--- src/rtl/dump_pkg.sv ---
// Shared types and constants for the channel dump sequencer.
package dump_pkg;

  typedef enum logic [3:0] {
    StIdle, StOffCmd, StOffRd, StGainCmd, StGainRd, StRamRd, StSend, StWaitTx, StDone
  } state_t;

  localparam logic [1:0]  EEP_RD_CMD = 2'b00;
  localparam logic [15:0] EEP_DUMMY  = 16'hBCBC;
  localparam logic [2:0]  SS_EEP     = 3'b100;
  localparam logic [1:0]  CH_RSVD    = 2'b11;

  // EEPROM read command word; sel picks offset (0) or gain (1).
  function automatic logic [15:0] cal_cmd(input logic [1:0] ch, input logic [2:0] gain,
                                          input logic sel);
    return {EEP_RD_CMD, ch, gain, sel, 8'h00};
  endfunction

endpackage

--- src/rtl/circ_addr_ctr.sv ---
// Circular capture-RAM address counter: load next-after-value or increment, wrapping at Entries-1.
module circ_addr_ctr #(
  parameter int unsigned Entries = 384,
  parameter int unsigned AddrW   = 9
) (
  input  logic             clk_i,
  input  logic             rst_ni,
  input  logic             load_i,
  input  logic [AddrW-1:0] load_val_i,
  input  logic             inc_i,
  output logic [AddrW-1:0] addr_o
);

  localparam logic [AddrW-1:0] Last = AddrW'(Entries - 1);

  logic [AddrW-1:0] addr_d, addr_q;

  // A load starts at the entry following load_val_i (oldest sample after the newest).
  always_comb begin
    addr_d = addr_q;
    if (load_i) begin
      addr_d = (load_val_i == Last) ? '0 : load_val_i + AddrW'(1);
    end else if (inc_i) begin
      addr_d = (addr_q == Last) ? '0 : addr_q + AddrW'(1);
    end
  end

  always_ff @(posedge clk_i or negedge rst_ni) begin
    if (!rst_ni) addr_q <= '0;
    else         addr_q <= addr_d;
  end

  assign addr_o = addr_q;

endmodule

--- src/rtl/dump_sequencer.sv ---
// Channel dump sequencer: EEPROM calibration reads, then a full circular RAM stream to the UART.
// Optional DUMP_CAL_CACHE_EN skips the EEPROM reads when channel and gain match the last calibration.
module dump_sequencer
  import dump_pkg::*;
#(
  parameter int unsigned ENTRIES = 384,
  parameter int unsigned ADDR_W  = 9
) (
  input  logic              clk,
  input  logic              rst_n,
  input  logic              dump,
  input  logic [1:0]        dump_ch,
  input  logic [2:0]        ch1_AFEgain,
  input  logic [2:0]        ch2_AFEgain,
  input  logic [2:0]        ch3_AFEgain,
  input  logic [ADDR_W-1:0] trig_addr,
  input  logic              SPI_done,
  input  logic              resp_sent,
  output logic              wrt_SPI,
  output logic [15:0]       SPI_data,
  output logic [2:0]        ss,
  output logic              flopOffset,
  output logic              flopGain,
  output logic [ADDR_W-1:0] ram_addr,
  output logic              send_resp,
  output logic              dump_busy,
  output logic              dump_done
);

  localparam logic [ADDR_W-1:0] LastCnt = ADDR_W'(ENTRIES - 1);

  state_t            state_d, state_q;
  logic [1:0]        ch_d, ch_q;
  logic [2:0]        gain_d, gain_q;
  logic [ADDR_W-1:0] cnt_d, cnt_q;
  logic              phase_d, phase_q;
  logic              wrt_d, wrt_q;
  logic [15:0]       data_d, data_q;
  logic              send_d, send_q;
  logic              busy_d, busy_q;
  logic              done_d, done_q;
  logic              addr_load, addr_inc;
  logic              flop_off, flop_gain;
  logic [2:0]        gain_mux;
  logic              cache_hit;

  always_comb begin
    unique case (dump_ch)
      2'b00:   gain_mux = ch1_AFEgain;
      2'b01:   gain_mux = ch2_AFEgain;
      2'b10:   gain_mux = ch3_AFEgain;
      default: gain_mux = 3'b000;
    endcase
  end

  always_comb begin
    state_d   = state_q;
    ch_d      = ch_q;
    gain_d    = gain_q;
    cnt_d     = cnt_q;
    phase_d   = phase_q;
    data_d    = data_q;
    wrt_d     = 1'b0;
    send_d    = 1'b0;
    done_d    = 1'b0;
    addr_load = 1'b0;
    addr_inc  = 1'b0;
    flop_off  = 1'b0;
    flop_gain = 1'b0;
    case (state_q)
      StIdle: begin
        if (dump) begin
          ch_d      = dump_ch;
          gain_d    = gain_mux;
          cnt_d     = '0;
          phase_d   = 1'b0;
          addr_load = 1'b1;
          if (dump_ch == CH_RSVD) state_d = StDone;
          else if (cache_hit)     state_d = StRamRd;
          else                    state_d = StOffCmd;
        end
      end
      StOffCmd, StGainCmd: begin
        wrt_d   = 1'b1;
        data_d  = cal_cmd(ch_q, gain_q, state_q == StGainCmd);
        state_d = (state_q == StGainCmd) ? StGainRd : StOffRd;
      end
      // First SPI_done ends the command word; the second carries EEP_data.
      StOffRd, StGainRd: begin
        if (SPI_done) begin
          if (!phase_q) begin
            wrt_d   = 1'b1;
            data_d  = EEP_DUMMY;
            phase_d = 1'b1;
          end else begin
            phase_d = 1'b0;
            if (state_q == StOffRd) begin
              flop_off = 1'b1;
              state_d  = StGainCmd;
            end else begin
              flop_gain = 1'b1;
              state_d   = StRamRd;
            end
          end
        end
      end
      StRamRd: state_d = StSend;
      StSend: begin
        send_d  = 1'b1;
        state_d = StWaitTx;
      end
      StWaitTx: begin
        if (resp_sent) begin
          if (cnt_q == LastCnt) begin
            state_d = StDone;
          end else begin
            addr_inc = 1'b1;
            cnt_d    = cnt_q + ADDR_W'(1);
            state_d  = StRamRd;
          end
        end
      end
      StDone: begin
        done_d  = 1'b1;
        state_d = StIdle;
      end
      default: state_d = StIdle;
    endcase
    busy_d = (state_d != StIdle);
  end

  always_ff @(posedge clk or negedge rst_n) begin
    if (!rst_n) begin
      state_q <= StIdle;
      ch_q    <= 2'b00;
      gain_q  <= 3'b000;
      cnt_q   <= '0;
      phase_q <= 1'b0;
      wrt_q   <= 1'b0;
      data_q  <= 16'h0000;
      send_q  <= 1'b0;
      busy_q  <= 1'b0;
      done_q  <= 1'b0;
    end else begin
      state_q <= state_d;
      ch_q    <= ch_d;
      gain_q  <= gain_d;
      cnt_q   <= cnt_d;
      phase_q <= phase_d;
      wrt_q   <= wrt_d;
      data_q  <= data_d;
      send_q  <= send_d;
      busy_q  <= busy_d;
      done_q  <= done_d;
    end
  end

`ifdef DUMP_CAL_CACHE_EN
  logic       cache_valid_d, cache_valid_q;
  logic [1:0] cache_ch_d, cache_ch_q;
  logic [2:0] cache_gain_d, cache_gain_q;

  assign cache_hit = cache_valid_q && (cache_ch_q == dump_ch) && (cache_gain_q == gain_mux);

  // Invalidate while a calibration is in flight so an abort never leaves a stale entry.
  always_comb begin
    cache_valid_d = cache_valid_q;
    cache_ch_d    = cache_ch_q;
    cache_gain_d  = cache_gain_q;
    if (flop_gain) begin
      cache_valid_d = 1'b1;
      cache_ch_d    = ch_q;
      cache_gain_d  = gain_q;
    end else if (state_q == StOffCmd) begin
      cache_valid_d = 1'b0;
    end
  end

  always_ff @(posedge clk or negedge rst_n) begin
    if (!rst_n) begin
      cache_valid_q <= 1'b0;
      cache_ch_q    <= 2'b00;
      cache_gain_q  <= 3'b000;
    end else begin
      cache_valid_q <= cache_valid_d;
      cache_ch_q    <= cache_ch_d;
      cache_gain_q  <= cache_gain_d;
    end
  end
`else
  assign cache_hit = 1'b0;
`endif

  circ_addr_ctr #(
    .Entries (ENTRIES),
    .AddrW   (ADDR_W)
  ) u_addr_ctr (
    .clk_i      (clk),
    .rst_ni     (rst_n),
    .load_i     (addr_load),
    .load_val_i (trig_addr),
    .inc_i      (addr_inc),
    .addr_o     (ram_addr)
  );

  assign wrt_SPI    = wrt_q;
  assign SPI_data   = data_q;
  assign ss         = SS_EEP;
  assign flopOffset = flop_off;
  assign flopGain   = flop_gain;
  assign send_resp  = send_q;
  assign dump_busy  = busy_q;
  assign dump_done  = done_q;

endmodule

--- config.mk ---
export PLATFORM = sky130hd
export DESIGN_NAME = dump_sequencer
export DESIGN_NICKNAME = d
export VERILOG_FILES = /design/src/rtl/dump_pkg.sv /design/src/rtl/circ_addr_ctr.sv /design/src/rtl/dump_sequencer.sv
export SDC_FILE = /design/constraint.sdc
export NUM_CORES = 1
export LEC_CHECK = 0
export BUFFER_PORTS_ARGS = -buffer_cell sky130_fd_sc_hd__buf_2
export CAP_MARGIN = 20
export CELL_PAD_IN_SITES_DETAIL_PLACEMENT = 2
export CELL_PAD_IN_SITES_GLOBAL_PLACEMENT = 2
export CORE_ASPECT_RATIO = 1.4
export CORE_MARGIN = 1.5
export CORE_UTILIZATION = 31
export CTS_CLUSTER_DIAMETER = 150
export DETAILED_ROUTE_END_ITERATION = 6
export PLACE_DENSITY = 0.84
export SLEW_MARGIN = 20
export SYNTH_ARGS = -nofsm -noshare
export SYNTH_HDL_FRONTEND = slang
export SYNTH_HIERARCHICAL = 1
export SYNTH_SLANG_ARGS = --single-unit
export TNS_END_PERCENT = 50
--- constraint.sdc ---
create_clock -name clk -period 2.4 [get_ports clk]
set_clock_uncertainty 0.15 [all_clocks]
set_input_delay 0.48 -clock clk [delete_from_list [all_inputs] [get_ports clk]]
set_output_delay 0.48 -clock clk [all_outputs]
set_load 0.02 [all_outputs]
Word level (Yosys, flattened, before mapping)
Cells that the tools add are included.
- multiplexer cells: 42
- equal/unequal tests: 19
- reduce and logical (&&, ||, !) cells: 13
- add/subtract/negate cells: 3
- operator list (kind ; count):
    two-way mux 9 bit ; 7
    two-way mux 16 bit ; 2
    case mux 16 bit (2 select lines) ; 1
    adder 9 x 1 -> 9 bit (second input constant) ; 3
    == test 9 bit (second input constant) ; 3
    two-way mux 4 bit ; 6
    case mux 4 bit (6 select lines) ; 1
    two-way mux 1 bit ; 19
    case mux 9 bit (2 select lines) ; 1
    == test 4 x 3 -> 1 bit (second input constant) ; 4
    != test 2 bit (second input constant) ; 5
    case mux 3 bit (3 select lines) ; 1
    == test 4 x 2 -> 1 bit (second input constant) ; 2
    nonzero test 2 bit ; 4
    two-way mux 3 bit ; 2
    AND reduction 3 bit ; 2
    == test 2 bit (second input constant) ; 2
    == test 4 x 1 -> 1 bit (second input constant) ; 1
    == test 4 bit (second input constant) ; 1
    zero test 4 bit ; 1
    case mux 1 bit (2 select lines) ; 2
    AND reduction 4 bit ; 1
    nonzero test 4 bit ; 1
    OR reduction 2 bit ; 2
    3 further kinds ; 3
- input port bits: 25
- logic and storage cells: 88
- output and inout port bits: 34
- flip-flop bits (word level): 48

Depth between registers and ports, before layout
- depth after elaboration: 6
- gate-level depth with buffers: 10
- depth with buffers taken out: 8

Hierarchy
Netlist, hierarchy kept.
- by module, submodules not included (module ; area each (µm²) ; seq. area each (µm²) ; times used ; cells each):
    dump_sequencer ; 1589.0 ; 750.7 ; 1 ; 168
    circ_addr_ctr ; 658.1 ; 225.2 ; 1 ; 76

Worst setup path after synthesis
Ideal clock, no wire load.
- kind: register -> register
- start: register state_q[3]
- end: register u_addr_ctr.addr_q[7] (netlist: u_addr_ctr/addr_o[7])
- arrival time: 1.920 ns
- clock period less this slack: 2.199 ns
- library setup time: 0.129 ns
- buffers on the path: 3
- cell stages (with the launch flop): 11
- data required time: 2.121 ns
- setup slack: 0.201 ns
- path through: dfrtp_1 -> buf_6 -> nand2b_4 -> or2_1 -> buf_6 -> nor2_1 -> buf_6 -> nand2_1 -> o31a_1 -> a311oi_1 -> a21oi_1
- cells in the longest elaborated chain, start to end: 3
- elaborated cells on any way between the ends: 6
- classes of those cells: eq/ne (1); mux (3); reduce/logical (2)
- RTL lines (item ; RTL line ; RTL):
    start, declared ; dump_sequencer.sv:32 ; state_t state_d, state_q;
    start signal, assigned ; dump_sequencer.sv:134 ; state_q <= StIdle;
    start signal, assigned ; dump_sequencer.sv:145 ; state_q <= state_d;
    == test 4 x 3 -> 1 bit ; dump_sequencer.sv:70 ; case (state_q)
    two-way mux 1 bit ; dump_sequencer.sv:70 ;
    named net addr_inc ; dump_sequencer.sv:42 ; logic addr_load, addr_inc;
    nonzero test 2 bit (no line) ; - ;
    end signal, assigned ; circ_addr_ctr.sv:30 ; else addr_q <= addr_d;
    end, declared ; circ_addr_ctr.sv:16 ; logic [AddrW-1:0] addr_d, addr_q;
The timed path passes the listed nets, and every way through them passes these cells.
A chain may end at the register's enable or synchronous reset.

Worst setup path after layout
- start: register cnt_q[0]
- end: register u_addr_ctr.addr_q[7] (netlist: u_addr_ctr/addr_o[7])
- cells in the longest elaborated chain, start to end: 5
- RTL lines (item ; RTL line ; RTL):
    start, declared ; dump_sequencer.sv:35 ; logic [ADDR_W-1:0] cnt_d, cnt_q;
    start signal, assigned ; dump_sequencer.sv:148 ; cnt_q <= cnt_d;
    == test 9 bit ; dump_sequencer.sv:114 ; if (cnt_q == LastCnt) begin
    two-way mux 1 bit ; dump_sequencer.sv:114 ;
    two-way mux 1 bit ; dump_sequencer.sv:113 ; if (resp_sent) begin
    two-way mux 1 bit ; dump_sequencer.sv:70 ;
    named net addr_inc ; dump_sequencer.sv:42 ;
    nonzero test 2 bit (no line) ; - ;
The timed path passes the listed nets, and every way through them passes these cells.

==> impl_metrics.yaml <==
power:
  power_switching_mw: 0.915
  pwr-share-clk_pct: 20.6
  p_comb_share_pct: 36.2
  p_sw_share_pct: 40.8
  irDropWorstVdd_uv: 278
  pwr-share-seq_pct: 43.2
  p_leak_nw: 1.24
  cellPowerDensity_mw_per_mm2: 834
  p_int_mw: 1.33
final_layout:
  multi_input_area_mm2: 0.00112
  layout_common_cells: "51 x buf_2, 39 x dfrtp_1, 25 x nand2_1"
  area_growth_pct: 19.5
  n_antenna_cell: 0
  final_common_cell: "buf_2"
  fin_nets: 327
  final_util_pct: 38.5
  drive_above_1_share_pct: 27.0
  seqCellArea_um2: 976
  final_cells: 395
  nFillCells: 806
synthesis:
  yosysWarnings: 6
  avgSynthCellArea_um2: 9.21
  syn_area_mm2: 0.00225
  ys_types: 49
  synthesis.instances: 244
  async_flop_share_pct: 100
  synth_edf_count: 0
  ys_ff_latch: 39
  synth_seq_area_share_pct: 43.4
  ys.flop_type: "dfrtp_1"
worst_setup_path:
  path_delay_family: "simple AND/OR/NAND/NOR gates"
  critPathBufInv: 0
  cpPeakStageDelay_ns: 0.43
  cp.arrival_ns: 2.24
  worstSetupEndpointType: "register"
  r2r-end: "u_addr_ctr/addr_o[7]"
  critPathSlowestCell: "dfrtp_1"
  ff2ff_setup_slack_ns: 0.18
  worst-r2r-cell-count: 8
  crit_fanout: 8
  startpoint_type: "register"
  r2r-start: "cnt_q[0]"
  crit_type: "register to register"
  crit_path_cell_trace: "ha_1 > nand3_1 > nor3_4 > nor2_2 > nand2_1 > o31a_1 > a311oi_1 > a21oi_1"
  worstPathRequired_ns: 2.43
floorplan:
  die_area_mm2: 0.00778
  dieWidth_um: 75.0
  die_h_um: 104
  start_util_pct: 32.2
  core_area_mm2: 0.00698
  boundaryPins: 59
  row_count: 36
timing:
  rsz0062_at_grt: "no"
  slew_headroom_pct: 65.5
  drv_slew: 0
  period_minus_slack_ns: 2.22
  setup_tns_ns: 0
  setup_violations: 0
  finalHoldViolCount: 0
  layout_setup_ws_ns: 0.181
  min_period_over_period_pct: 92.5
  fmax_mhz: 451
  hold_ws_ns: 0.0793
  worstMarginPinSlew_ns: 0.517
placed_design:
  dp.cells: 387
  port-buffer-count: 51
  place_congestion: 0.759
  place_ws_ns: 0.0582
  dp_hpwl_um: 4800
clocking:
  cts_resized: 0
  clkSlewWorstSetupHoldPaths_ns: 0.08
  cts_buffers: 5
  cts_buffer_depth: 2
  cts_tree: "done"
  root_buffer: "clkbuf_8"
  h-tree-depth: 2
  holdBufCountCts: 0
  cts_setup_buffers: 0
  clock-sinks: 39
  clk-insertion-delay-late_ns: 0.30
flow_run:
  cap_violations: 0
global_routing:
  grt_pass1_wl_um: 10300
  antenna_found_initial: 0
  grt_overflow: 0
  grtUsageTotal_pct: 17.0
  grt_max_degree: 40
  grt_pass1_vias: 2152
routing:
  ant_nets: 0
  vias_per_cell: 5.10
  first_iter_violations: 69
  drt-wirelength-per-cell_um: 15.9
  routed_wirelength_um: 6260
  drc_errors: 0
  drtPass1Iterations: 4
  vias: 2015
min_path:
  min_path_type: "primary input to async pin"
run_status:
  status: "complete, no violations"
how the worst max path moves through the flow:
stage                     startpoint                   end  slack [ns]  cells after the start
after detailed placement   resp_sent  u_addr_ctr/addr_o[7]        0.06                      8
after CTS                   cnt_q[0]  u_addr_ctr/addr_o[5]        0.08                      8
after global routing        cnt_q[0]  u_addr_ctr/addr_o[7]        0.05                      8
after global placement     resp_sent  u_addr_ctr/addr_o[8]        0.18                      8
final                       cnt_q[0]  u_addr_ctr/addr_o[7]        0.18                      8
after floorplan           state_q[3]  u_addr_ctr/addr_o[7]        0.20                     10
Yosys cell counts, drive strengths merged (2+ instances only):
cell type  count  area [um^2]
buf           19          145
clkbuf         3         11.3
or3            2         17.5
nor2          19         71.3
a21oi         15         75.1
xor2           5         43.8
xnor2          4         35.0
and3           4         25.0
ha             3         37.5
nor2b          5         31.3
or4            3         22.5
inv            7         26.3
a41oi          2         17.5
nand2b         4         32.5
nand4          5         31.3
mux2i          9         90.1
o32ai          2         17.5
mux2           2         22.5
dfrtp         39          976
conb           2         7.51
a211oi         4         30.0
nor3           6         35.0
nand2         25         93.8
nand3         17         90.1
nor4           5         31.3
o31ai          4         30.0
o21ai         12         60.1
a31oi          4         25.0
metal layers:
| metal | share of wire (%) | global-route usage (%) | vias up | wire, um |
|---|---|---|---|---|
| met4 | 1.4 | 4.68 | 0 | 87 |
| met3 | 3.2 | 2.04 | 6 | 201 |
| met5 | 0 | 0 | - | 0 |
| met2 | 59 | 33.1 | 47 | 3670 |
| met1 | 37 | 18.0 | 994 | 2300 |
| li1 | - | - | 968 | - |
through the flow:
stage	total power, mW	cell area [um^2]
final	2.24	2690
after global routing	2.40	2690
after CTS	2.27	2680
after detailed placement	1.80	2590
after global placement	1.76	2590
after floorplan	1.48	2270
state kept, by name, summed over array words and instances, names as in the netlist:
register,flops
state_q,4
phase_q,1
dump_done,1
gain_q,3
send_resp,1
dump_busy,1
ch_q,2
SPI_data,7
u_addr_ctr/addr_o,9
wrt_SPI,1
cnt_q,9
cells by family (layout without fill, tap and decap cells):
| logic type | Yosys count | in the layout | share of synthesized area [%] |
|---|---|---|---|
| DFF | 39 | 39 | 43.4 |
| AOI/OAI and AO/OA | 52 | 52 | 15.1 |
| adders and majority gates | 4 | 4 | 2.12 |
| buffers and inverters | 29 | 80 | 8.13 |
| muxes | 11 | 11 | 5.01 |
| other | 2 | 7 | 0.334 |
| xor gates and xnor gates | 9 | 9 | 3.51 |
| and+or+nand+nor | 98 | 98 | 22.4 |
cell type report:
type                       instances  share of cell area, %
tap                               95                   4.42
timing repair buffer              65                   13.4
clock inverter                     3                  0.745
sequential                        39                   36.3
multi-input combinational        181                   41.5
clock buffer                       5                   2.56
inverter                           7                  0.978
power groups by stage:
stage / Combinational (mW) / Clock, mW / Sequential (mW)
6_report: 0.811 / 0.462 / 0.968
5_1_grt: 0.909 / 0.499 / 0.991
4_1_cts: 0.824 / 0.473 / 0.969
3_5_place_dp: 0.821 / 0 / 0.981
3_3_place_gp: 0.784 / 0 / 0.972
2_1_floorplan: 0.444 / 0 / 1.03
Power figures use the tool's default switching activity.
